--- src/rtl/clock_down_multi.sv ---
// N-channel programmable clock divider with glitch-free, period-boundary-aligned divisor and enable updates.
// Optional realign input i_sync is compiled in when CLK_DOWN_SYNC_EN is defined.
module clock_down_multi #(
    parameter int NCH   = 2,
    parameter int DIV_W = 16
) (
    input  logic                 i_clk,
    input  logic                 i_rst,
    input  logic [NCH*DIV_W-1:0] i_divisor,
    input  logic [NCH-1:0]       i_en,
`ifdef CLK_DOWN_SYNC_EN
    input  logic                 i_sync,
`endif
    output logic [NCH-1:0]       o_slow_clk,
    output logic [NCH-1:0]       o_tick,
    output logic [NCH-1:0]       o_active
);

    typedef enum logic {IDLE = 1'b0, RUN = 1'b1} state_t;

    localparam logic [DIV_W-1:0] ONE = DIV_W'(1);

    for (genvar k = 0; k < NCH; k++) begin : g_ch
        state_t           r_state;
        state_t           w_state_nxt;
        logic [DIV_W-1:0] r_count;
        logic [DIV_W-1:0] r_div_act;
        logic             r_out;
        logic             r_tick;
        logic             r_active;
        logic [DIV_W-1:0] w_count_nxt;
        logic [DIV_W-1:0] w_div_nxt;
        logic             w_out_nxt;
        logic             w_active_nxt;
        logic [DIV_W-1:0] w_div_in;
        logic             w_div_ok;
        logic [DIV_W-1:0] w_lo_new;
        logic [DIV_W-1:0] w_lo_act;
        logic             w_wrap;
        logic [DIV_W-1:0] w_count_inc;

        assign w_div_in    = i_divisor[k*DIV_W +: DIV_W];
        assign w_div_ok    = (w_div_in > ONE);
        // ceil(div/2) without a DIV_W+1 wide sum, so the full divisor range is safe
        assign w_lo_new    = (w_div_in >> 1) + {{(DIV_W-1){1'b0}}, w_div_in[0]};
        assign w_lo_act    = (r_div_act >> 1) + {{(DIV_W-1){1'b0}}, r_div_act[0]};
        assign w_wrap      = (r_count == (r_div_act - ONE));
        assign w_count_inc = w_wrap ? '0 : (r_count + ONE);

        always_comb begin
            w_state_nxt  = r_state;
            w_count_nxt  = r_count;
            w_div_nxt    = r_div_act;
            w_out_nxt    = r_out;
            w_active_nxt = r_active;
            case (r_state)
                IDLE: begin
                    w_count_nxt  = '0;
                    w_div_nxt    = '0;
                    w_out_nxt    = 1'b0;
                    w_active_nxt = 1'b0;
                    if (i_en[k] && w_div_ok) begin
                        // The start edge already counts as the first edge of the period.
                        w_state_nxt  = RUN;
                        w_div_nxt    = w_div_in;
                        w_count_nxt  = ONE;
                        w_out_nxt    = (w_lo_new <= ONE);
                        w_active_nxt = 1'b1;
                    end
                end
                RUN: begin
                    w_count_nxt = w_count_inc;
                    w_out_nxt   = (w_count_inc >= w_lo_act);
                    if (w_wrap) begin
                        if (!i_en[k] || !w_div_ok) begin
                            w_state_nxt  = IDLE;
                            w_div_nxt    = '0;
                            w_active_nxt = 1'b0;
                            w_count_nxt  = '0;
                            w_out_nxt    = 1'b0;
                        end else begin
                            w_div_nxt = w_div_in;
                        end
                    end
`ifdef CLK_DOWN_SYNC_EN
                    if (i_sync) begin
                        w_count_nxt = '0;
                        w_out_nxt   = 1'b0;
                        if (w_div_ok) begin
                            w_state_nxt  = RUN;
                            w_div_nxt    = w_div_in;
                            w_active_nxt = 1'b1;
                        end else begin
                            w_state_nxt  = IDLE;
                            w_div_nxt    = '0;
                            w_active_nxt = 1'b0;
                        end
                    end
`endif
                end
                default: begin
                    w_state_nxt  = IDLE;
                    w_count_nxt  = '0;
                    w_div_nxt    = '0;
                    w_out_nxt    = 1'b0;
                    w_active_nxt = 1'b0;
                end
            endcase
        end

        always_ff @(posedge i_clk or posedge i_rst) begin
            if (i_rst) begin
                r_state   <= IDLE;
                r_count   <= '0;
                r_div_act <= '0;
                r_out     <= 1'b0;
                r_tick    <= 1'b0;
                r_active  <= 1'b0;
            end else begin
                r_state   <= w_state_nxt;
                r_count   <= w_count_nxt;
                r_div_act <= w_div_nxt;
                r_out     <= w_out_nxt;
                r_tick    <= ~r_out & w_out_nxt;
                r_active  <= w_active_nxt;
            end
        end

        assign o_slow_clk[k] = r_out;
        assign o_tick[k]     = r_tick;
        assign o_active[k]   = r_active;
    end

endmodule

--- config.mk ---
export PLATFORM = sky130hd
export DESIGN_NAME = clock_down_multi
export DESIGN_NICKNAME = d
export VERILOG_FILES = /design/src/rtl/clock_down_multi.sv
export SDC_FILE = /design/constraint.sdc
export NUM_CORES = 1
export LEC_CHECK = 0
export CAP_MARGIN = 0
export CORE_UTILIZATION = 30
export CTS_CLUSTER_DIAMETER = 50
export CTS_CLUSTER_SIZE = 25
export DETAILED_ROUTE_END_ITERATION = 8
export PLACE_DENSITY = 0.46
export REMOVE_ABC_BUFFERS = 1
export SYNTH_ARGS = -nofsm -noshare
export SYNTH_HDL_FRONTEND = slang
export SYNTH_SLANG_ARGS = --single-unit
--- constraint.sdc ---
create_clock -name i_clk -period 11.4 [get_ports i_clk]
set_clock_uncertainty 0.05 [all_clocks]
set_input_delay 3.42 -clock i_clk [delete_from_list [all_inputs] [get_ports i_clk]]
set_output_delay 3.42 -clock i_clk [all_outputs]
set_load 0.02 [all_outputs]
# --- Word level (Yosys, flattened, before mapping) ---
# Index checks and enable logic that the tools add are counted.
op_classes:
  addsub: 8
  magnitude_cmp: 6
  n_eq_ne: 6
  n_mux: 40
  bitwise_logic: 6
  n_reduce_logical: 10
ops:
  columns: ["operator", "n"]
  rows:
  - ["16-bit two-way mux", 12]
  - ["16-bit case mux with 2 select lines", 4]
  - ["15-bit by 1-bit adder with 16-bit output", 4]
  - ["16-bit by 1-bit adder with 16-bit output, second input constant", 2]
  - ["16-bit equality test", 2]
  - ["16-bit greater-or-equal comparator", 2]
  - ["16-bit by 1-bit > comparator with 1-bit output, second input constant", 2]
  - ["16-bit by 1-bit less-or-equal comparator with 1-bit output, second input constant", 2]
  - ["16-bit by 1-bit subtractor with 16-bit output, second input constant", 2]
  - ["1-bit two-way mux", 18]
  - ["1-bit case mux with 2 select lines", 6]
  - ["2-bit by 1-bit != test with 1-bit output, second input constant", 4]
  - ["1-bit logical NOT", 4]
  - ["1-bit inverter", 4]
  - ["2-bit AND reduction", 2]
  - ["1-bit AND", 2]
  - ["1-bit logical AND", 2]
  - ["1-bit logical OR", 2]
word_totals:
  regBits: 72
  inputBits: 36
  out_inout_bits: 6
  elab_cells: 88

# --- Longest topological paths before layout ---
# Gate-level depths: netlist (run 1).
depth:
  ltp_word: 8
  ltp_mapped: 18
  depth_no_buf: 17

# --- Worst setup path after synthesis (run 1) ---
# Ideal clock, no wire load.
synth_path:
  path_kind: "in2reg"
  from: "input i_divisor[16]"
  to: "register g_ch[1].r_tick"
  setup_time_ns: 0.077
  arrival_ns: 4.993
  required_ns: 11.273
  setup_slack_ns: 6.280
  path_stages: 8
  path_buffers: 0
  path_cell_list: "ha_1 ha_1 or2_2 a2111oi_0 o21ai_0 nor3_1 nand4_1 a21oi_1"
synth_via:
  elab_chain_len: 7
  word_cells_on_any_way: 11
  classes_between: "1 x add/sub; 2 x order compare; 4 x mux; 1 x bitwise; 3 x reduce/logical"
synth_lines:
  columns: ["element", "line", "text"]
  rows:
  - ["from (decl)", "9", "input logic [NCH*DIV_W-1:0] i_divisor,"]
  - ["branches (longest 5 deep; another with 15-bit by 1-bit adder with 16-bit output)", null, null]
  - ["1-bit case mux with 2 select lines (*)", "56", "case (r_state)"]
  - ["1-bit AND (*)", "124", "r_tick <= ~r_out & w_out_nxt;"]
  - ["to (signal assigned)", "124", null]
  - ["to (decl)", "29", "logic r_tick;"]
# Mark *: on every way between the ends.
# A chain may end at the register's enable or synchronous reset.

# --- Worst setup path after layout (run 1) ---
# Ends and elaborated chain as after synthesis.

==> metrics.txt, run 1 <==
Flop pwr share 43.4%; crit path cell chain clkdlybuf4s50_1 > ha_1 > ha_1 > or2_2 > a2111oi_0 > o21ai_0 > nor3_1 > nand4_1 > a21oi_1; post-synthesis cell count 763; Synth top area share 28.8%; worst-case clock buffer depth 2; Tcrit/Tclk final 48.2%; ys flop type dfrtp_1; crit path from i_divisor[16]; Worst Path Max Fanout 7; CTS tree built; FF-to-FF Start g_ch[0].r_div_act[0]; sequential share of the synthesized area 28.8%; crit path DAT 5.72 ns; Post-CTS Hold Buffers 0; I/O pins 42; final wirelength 16900 um; Final setup viols 0; area of the die 0.0215 mm2; r2r setup slk 6.43 ns; commonest cells after routing, fill and taps aside nor2_1 (87), nand2_1 (84), dfrtp_1 (72); most common cell after layout, fill and taps aside nor2_1; vias per inst 5.13; fin crit period 5.50 ns; dominant cells by area after synthesis dfrtp_1 (29%), ha_1 (9.6%), xnor2_1 (6.6%); Switching Fraction 24.7%; Hold Path End g_ch[0].r_tick; number of global-route vias before repair 5410; die height 147 um; setup TNS 0 ns; clock network fraction of design power 50.1%; synthesized cell area 0.00627 mm2; CTS HTree Levels 3; drt wl/cell 16.2 um; Worst-Skew Late Latency 0.35 ns; max_cap viols 0; reg-to-reg endpoint g_ch[0].r_tick; CP Capture Type flop; total grt overflow 0; NetSw 145 uW; aggregate global-route resource usage 16.3%; Clk pin slew, worst setup/hold paths 0.07 ns; leakage power 0.00319 uW; Critical Path Most Common Cell ha_1; CTS resizes 0; Hold Slack 0.380 ns; Final ANT Viol Nets 0; Layout area overhead 13.4%; routed vias 5363; placement row count 52; Synth Warn # 0; crit path launch type input port; post-DP HPWL 12900 um; EDFF count, synth 0; initial antenna violation count 0; Remaining DRCs 0; first-pass GRT wire length 28000 um; First-pass DRT Iterations 5; core area 0.0204 mm2; Worst R2R Path Depth 17; Post-CTS Setup Bufs 0; CTS Buf Count 9; worst-margin pin slew 0.955 ns; clk sink count 72; area leader, netlist dfrtp_1; Power Density 82.8 mW/mm2; logic gate share of total power 6.5%; CP bufs+invs 1; Required @ worst endpoint 11.62 ns; Tightest Hold Check Type reg2reg; # port buffers 41; Iter 0 DRT Violations 345; share of cells above drive strength 1 4.65%; Final Net Count 854; effective utilization at floorplan 30.8%; distinct cell type count after synthesis 64; Max VDD drop 0.0697 mV; crit path max-delay cell type clkdlybuf4s50_1; crit path kind in2reg; max-slew violations 0; largest net degree at the start of global routing 73; RSZ-0062 raised after global routing false; Hold Startpoint g_ch[0].r_out; DIE WIDTH 147 um; CP max stage delay 0.45 ns; Rel. slew slack 36.3%; delay-heaviest family, CP compound AO/OA/AOI/OAI gates; outcome complete, no violations; WHS Path Cells 1; root buf cell clkbuf_16; syn avg cell area 8.21 um2; post-synthesis register bit count 72; Post-synth ARST share 100%; Final Hold Viols 0; antenna cells 0; gp weighted congestion 0.861; maximum clock frequency 0.182 GHz; internal power 443 uW
how the worst max path moves through the flow:
stage | end | slack, ns | cells after the start
6_report | g_ch[1].r_tick | 5.90 | 9
5_1_grt | g_ch[1].r_tick | 5.59 | 9
4_1_cts | g_ch[1].r_tick | 5.89 | 9
3_5_place_dp | g_ch[1].r_tick | 5.55 | 9
3_3_place_gp | g_ch[1].r_tick | 5.61 | 9
2_1_floorplan | g_ch[0].r_active | 6.11 | 1
area by class of cell:
class                      count  area, um2
fill                        2136      13300
multi-input combinational    605       4080
sequential                    72       1800
clock buffer                   9        225
timing repair buffer          45        440
clock inverter                 7       77.6
tap                          270        338
inverter                      37        140
cells in the mapped netlist (5+ instances only):
| cell type | number |
|---|---|
| nand3_1 | 38 |
| nand2_1 | 84 |
| ha_1 | 48 |
| a211oi_1 | 6 |
| a21oi_1 | 16 |
| nor3_1 | 21 |
| buf_2 | 8 |
| xnor2_1 | 47 |
| clkbuf_1 | 27 |
| and3_1 | 15 |
| inv_1 | 37 |
| and4_1 | 7 |
| o22ai_1 | 16 |
| o21ai_0 | 15 |
| nor4_1 | 8 |
| dfrtp_1 | 72 |
| nand4_1 | 28 |
| nand2b_1 | 10 |
| a31oi_1 | 5 |
| a21o_1 | 7 |
| xor2_1 | 47 |
| nor2_1 | 88 |
| nor2b_1 | 7 |
| buf_4 | 11 |
| mux2i_1 | 20 |
| nor3b_1 | 5 |
per-layer routing:
layer / part of all wire (%) / track usage, % / vias up
met1: 48 / 21.9 / 2602
li1: - / - / 2686
met5: 0 / 0 / -
met3: 2.7 / 3.28 / 12
met2: 48 / 26.8 / 63
met4: 0.95 / 4.06 / 0
cells by family after synthesis:
| family | Yosys count | share of synthesized area (%) |
|---|---|---|
| compound gates | 105 | 11.7 |
| xor+xnor | 94 | 13.1 |
| fa+ha+maj | 48 | 9.58 |
| buf+inv | 86 | 6.21 |
| flops | 72 | 28.8 |
| mux | 22 | 3.55 |
| simple gates | 336 | 27.1 |
power by group through the flow:
| stage | logic, uW | registers, uW | clock network [uW] |
|---|---|---|---|
| 2_1_floorplan | 13.7 | 260 | 0 |
| 3_3_place_gp | 38.1 | 260 | 0 |
| 3_5_place_dp | 38.2 | 260 | 0 |
| 4_1_cts | 38.4 | 255 | 305 |
| 5_1_grt | 42.1 | 255 | 315 |
| 6_report | 37.9 | 255 | 295 |
registers in the layout (all words and copies together), names as in the netlist:
name,count
g_ch.r_count,32
g_ch.r_state,2
g_ch.r_out,2
g_ch.r_active,2
g_ch.r_tick,2
g_ch.r_div_act,32
metrics by stage:
stage	total power (uW)	utilization [%]	instances	instance area (um2)	worst slack [ns]
after global routing	612	34.9	1045	7100	5.59
after CTS	599	34.9	1045	7100	5.89
after global placement	298	33.4	1029	6800	5.61
final	588	34.9	1045	7100	5.90
after detailed placement	298	33.4	1029	6800	5.55
after floorplan	274	-	714	6020	6.11
Note: power is estimated with default switching activity, not from simulation.
==> run 2: changes to the inputs <==
--- a/config.mk
+++ b/config.mk
@@ -10,7 +10,7 @@
 export CTS_CLUSTER_DIAMETER = 50
 export CTS_CLUSTER_SIZE = 25
 export DETAILED_ROUTE_END_ITERATION = 8
-export PLACE_DENSITY = 0.46
+export PLACE_DENSITY = 0.48
 export REMOVE_ABC_BUFFERS = 1
 export SYNTH_ARGS = -nofsm -noshare
 export SYNTH_HDL_FRONTEND = slang
==> constraint.sdc (replaced) <==
create_clock -name i_clk -period 4.7 [get_ports i_clk]
set_clock_uncertainty 0.05 [all_clocks]
set_input_delay 1.41 -clock i_clk [delete_from_list [all_inputs] [get_ports i_clk]]
set_output_delay 1.41 -clock i_clk [all_outputs]
set_load 0.02 [all_outputs]
==> metrics.txt, run 2 (same netlist as run 1, synthesis figures left out) <==
# port buffers 41 (unchanged); initial antenna violation count 0 (unchanged); Power Density 197 mW/mm2 (+140%); r2r setup slk 0.50 ns (-5.93 ns); outcome complete, no violations; routed vias 5386 (+0.43%); First-pass DRT Iterations 4 (-1); commonest cells after routing, fill and taps aside nor2_1 (88), nand2_1 (84), dfrtp_1 (72); CTS tree built; max_cap viols 0 (unchanged); Critical Path Most Common Cell nor2_1; vias per inst 5.10 (-0.62%); first-pass GRT wire length 28500 um (+1.6%); largest net degree at the start of global routing 44 (-40%); CP max stage delay 0.45 ns (about the same); CP Capture Type flop; aggregate global-route resource usage 16.8% (+0.43 points); Clk pin slew, worst setup/hold paths 0.06 ns (about the same); total grt overflow 0 (unchanged); placement row count 52 (unchanged); Worst Path Max Fanout 18 (+11); post-layout util 35.4% (+0.50 points); CP bufs+invs 2 (+1); Required @ worst endpoint 4.87 ns (-6.75 ns); worst-margin pin slew 0.778 ns (-0.177 ns); Final Net Count 866 (+1.4%); Remaining DRCs 0 (unchanged); Top Registers g_ch.r_count (32), g_ch.r_div_act (32); I/O pins 42 (unchanged); Max VDD drop 0.183 mV (+160%); crit path DAT 4.37 ns (-1.35 ns); core area 0.0204 mm2 (unchanged); max-slew violations 0 (unchanged); maximum clock frequency 0.238 GHz; # fillers 2169 (+1.5%); most common cell after layout, fill and taps aside nor2_1; setup TNS 0 ns (unchanged); crit path max-delay cell type dfrtp_1; clk sink count 72 (unchanged); CTS HTree Levels 3 (unchanged); Rel. slew slack 48.1% (+12 points); RSZ-0062 raised after global routing false; worst-case clock buffer depth 2 (unchanged); leakage power 0.00327 uW (+2.6%); number of global-route vias before repair 5519 (+2.0%); Final setup viols 0 (unchanged); DIE WIDTH 147 um (unchanged); crit path kind reg2reg; crit path launch type flop; Final ANT Viol Nets 0 (unchanged); final wirelength 17000 um (+0.48%); Tightest Hold Check Type reg2reg; share of cells above drive strength 1 5.85% (+1.2 points); drt wl/cell 16.1 um (-0.57%); CTS Buf Count 9 (unchanged); effective utilization at floorplan 30.8% (unchanged); Post-CTS Setup Bufs 0 (unchanged); root buf cell clkbuf_16; fin crit period 4.20 ns; Layout area overhead 15.0%; Worst-Skew Late Latency 0.35 ns (about the same); crit path cell chain inv_1 > ha_1 > nor4b_4 > nand2_1 > xnor2_1 > a2111oi_0 > o2111ai_1 > nor2_1 > buf_4 > nor2_1 > ha_1 > a21o_1 > a21o_1 > a211o_1 > a211oi_1 > nor2_1 > o21ai_0 > a31oi_1; area of the die 0.0215 mm2 (unchanged); post-DP HPWL 13300 um (+3.5%); die height 147 um (unchanged); Iter 0 DRT Violations 222 (-36%); Tcrit/Tclk final 89.4%; antenna cells 0 (unchanged); Final Hold Viols 0 (unchanged); delay-heaviest family, CP compound AO/OA/AOI/OAI gates; gp weighted congestion 0.856 (-0.62%)
run 2: cell count changes in the layout (fill, tap and decap cells not counted), sizes merged:
cell	previous run	this run
clkbuf	9	10
buf	4	16
inv	38	37
clkinv	4	3
run 2: final timing paths:
path / from / to / depth (start not counted)
max in group asynchronous: i_rst / g_ch[1].r_tick / 3
max reg2reg: g_ch[0].r_div_act[0] / g_ch[0].r_tick / 18
max: g_ch[0].r_div_act[0] / g_ch[0].r_tick / 18
min reg2reg: g_ch[1].r_out / g_ch[1].r_tick / 1
min: g_ch[1].r_out / g_ch[1].r_tick / 1
min in group asynchronous: i_rst / g_ch[1].r_count[9] / 2
run 2: routing by layer:
| metal | GRT usage, % | vias up | wire length [um] |
|---|---|---|---|
| li1 | - | 2720 | - |
| met1 | 21.1 | 2544 | 7830 |
| met3 | 2.63 | 27 | 425 |
| met4 | 5.89 | 0 | 425 |
| met5 | 0 | - | 0 |
| met2 | 29.0 | 95 | 8280 |
run 2: area by class of cell:
cell class | instances | area (um2) | share of cell area [%]
multi-input cells | 605 | 4090 | 56.7
flip-flops and latches | 72 | 1800 | 25.0
repair buffers | 57 | 543 | 7.54
well taps | 270 | 338 | 4.69
clock buffers | 10 | 239 | 3.32
inverters | 37 | 140 | 1.94
clock inverters | 5 | 56.3 | 0.781
run 2: per-stage QoR:
stage                     worst slack (ns)  instance area [um2]  total power, uW  instances  hold slack, ns
final                                0.499                 7210             1420       1056           0.383
after global routing                0.0912                 7210             1470       1056           0.403
after CTS                            0.403                 7200             1440       1056           0.396
after detailed placement             0.406                 6900              724       1041           0.387
after global placement               0.515                 6900              724       1041           0.381
after floorplan                      0.489                 6020              665        714           0.481
run 2: timing repair:
action,CTS,global route
hold buffers,0,0
setup endpoints to repair,0,2
gates resized for setup,0,1
run 2: power by group:
| part | internal, uW | switching [uW] |
|---|---|---|
| sequential | 620 | 0 |
| combinational | 40.2 | 50.7 |
| clock | 423 | 283 |
run 2: worst reg2reg max path, cell delays in order (launching register included):
cell       delay (ns)
dfrtp_1          0.45
inv_1            0.11
ha_1             0.29
nor4b_4          0.34
nand2_1          0.14
xnor2_1          0.14
a2111oi_0        0.38
o2111ai_1        0.25
nor2_1           0.19
buf_4            0.25
nor2_1           0.09
ha_1             0.29
a21o_1           0.18
a21o_1           0.17
a211o_1          0.28
a211oi_1         0.17
nor2_1           0.09
o21ai_0          0.11
a31oi_1          0.11
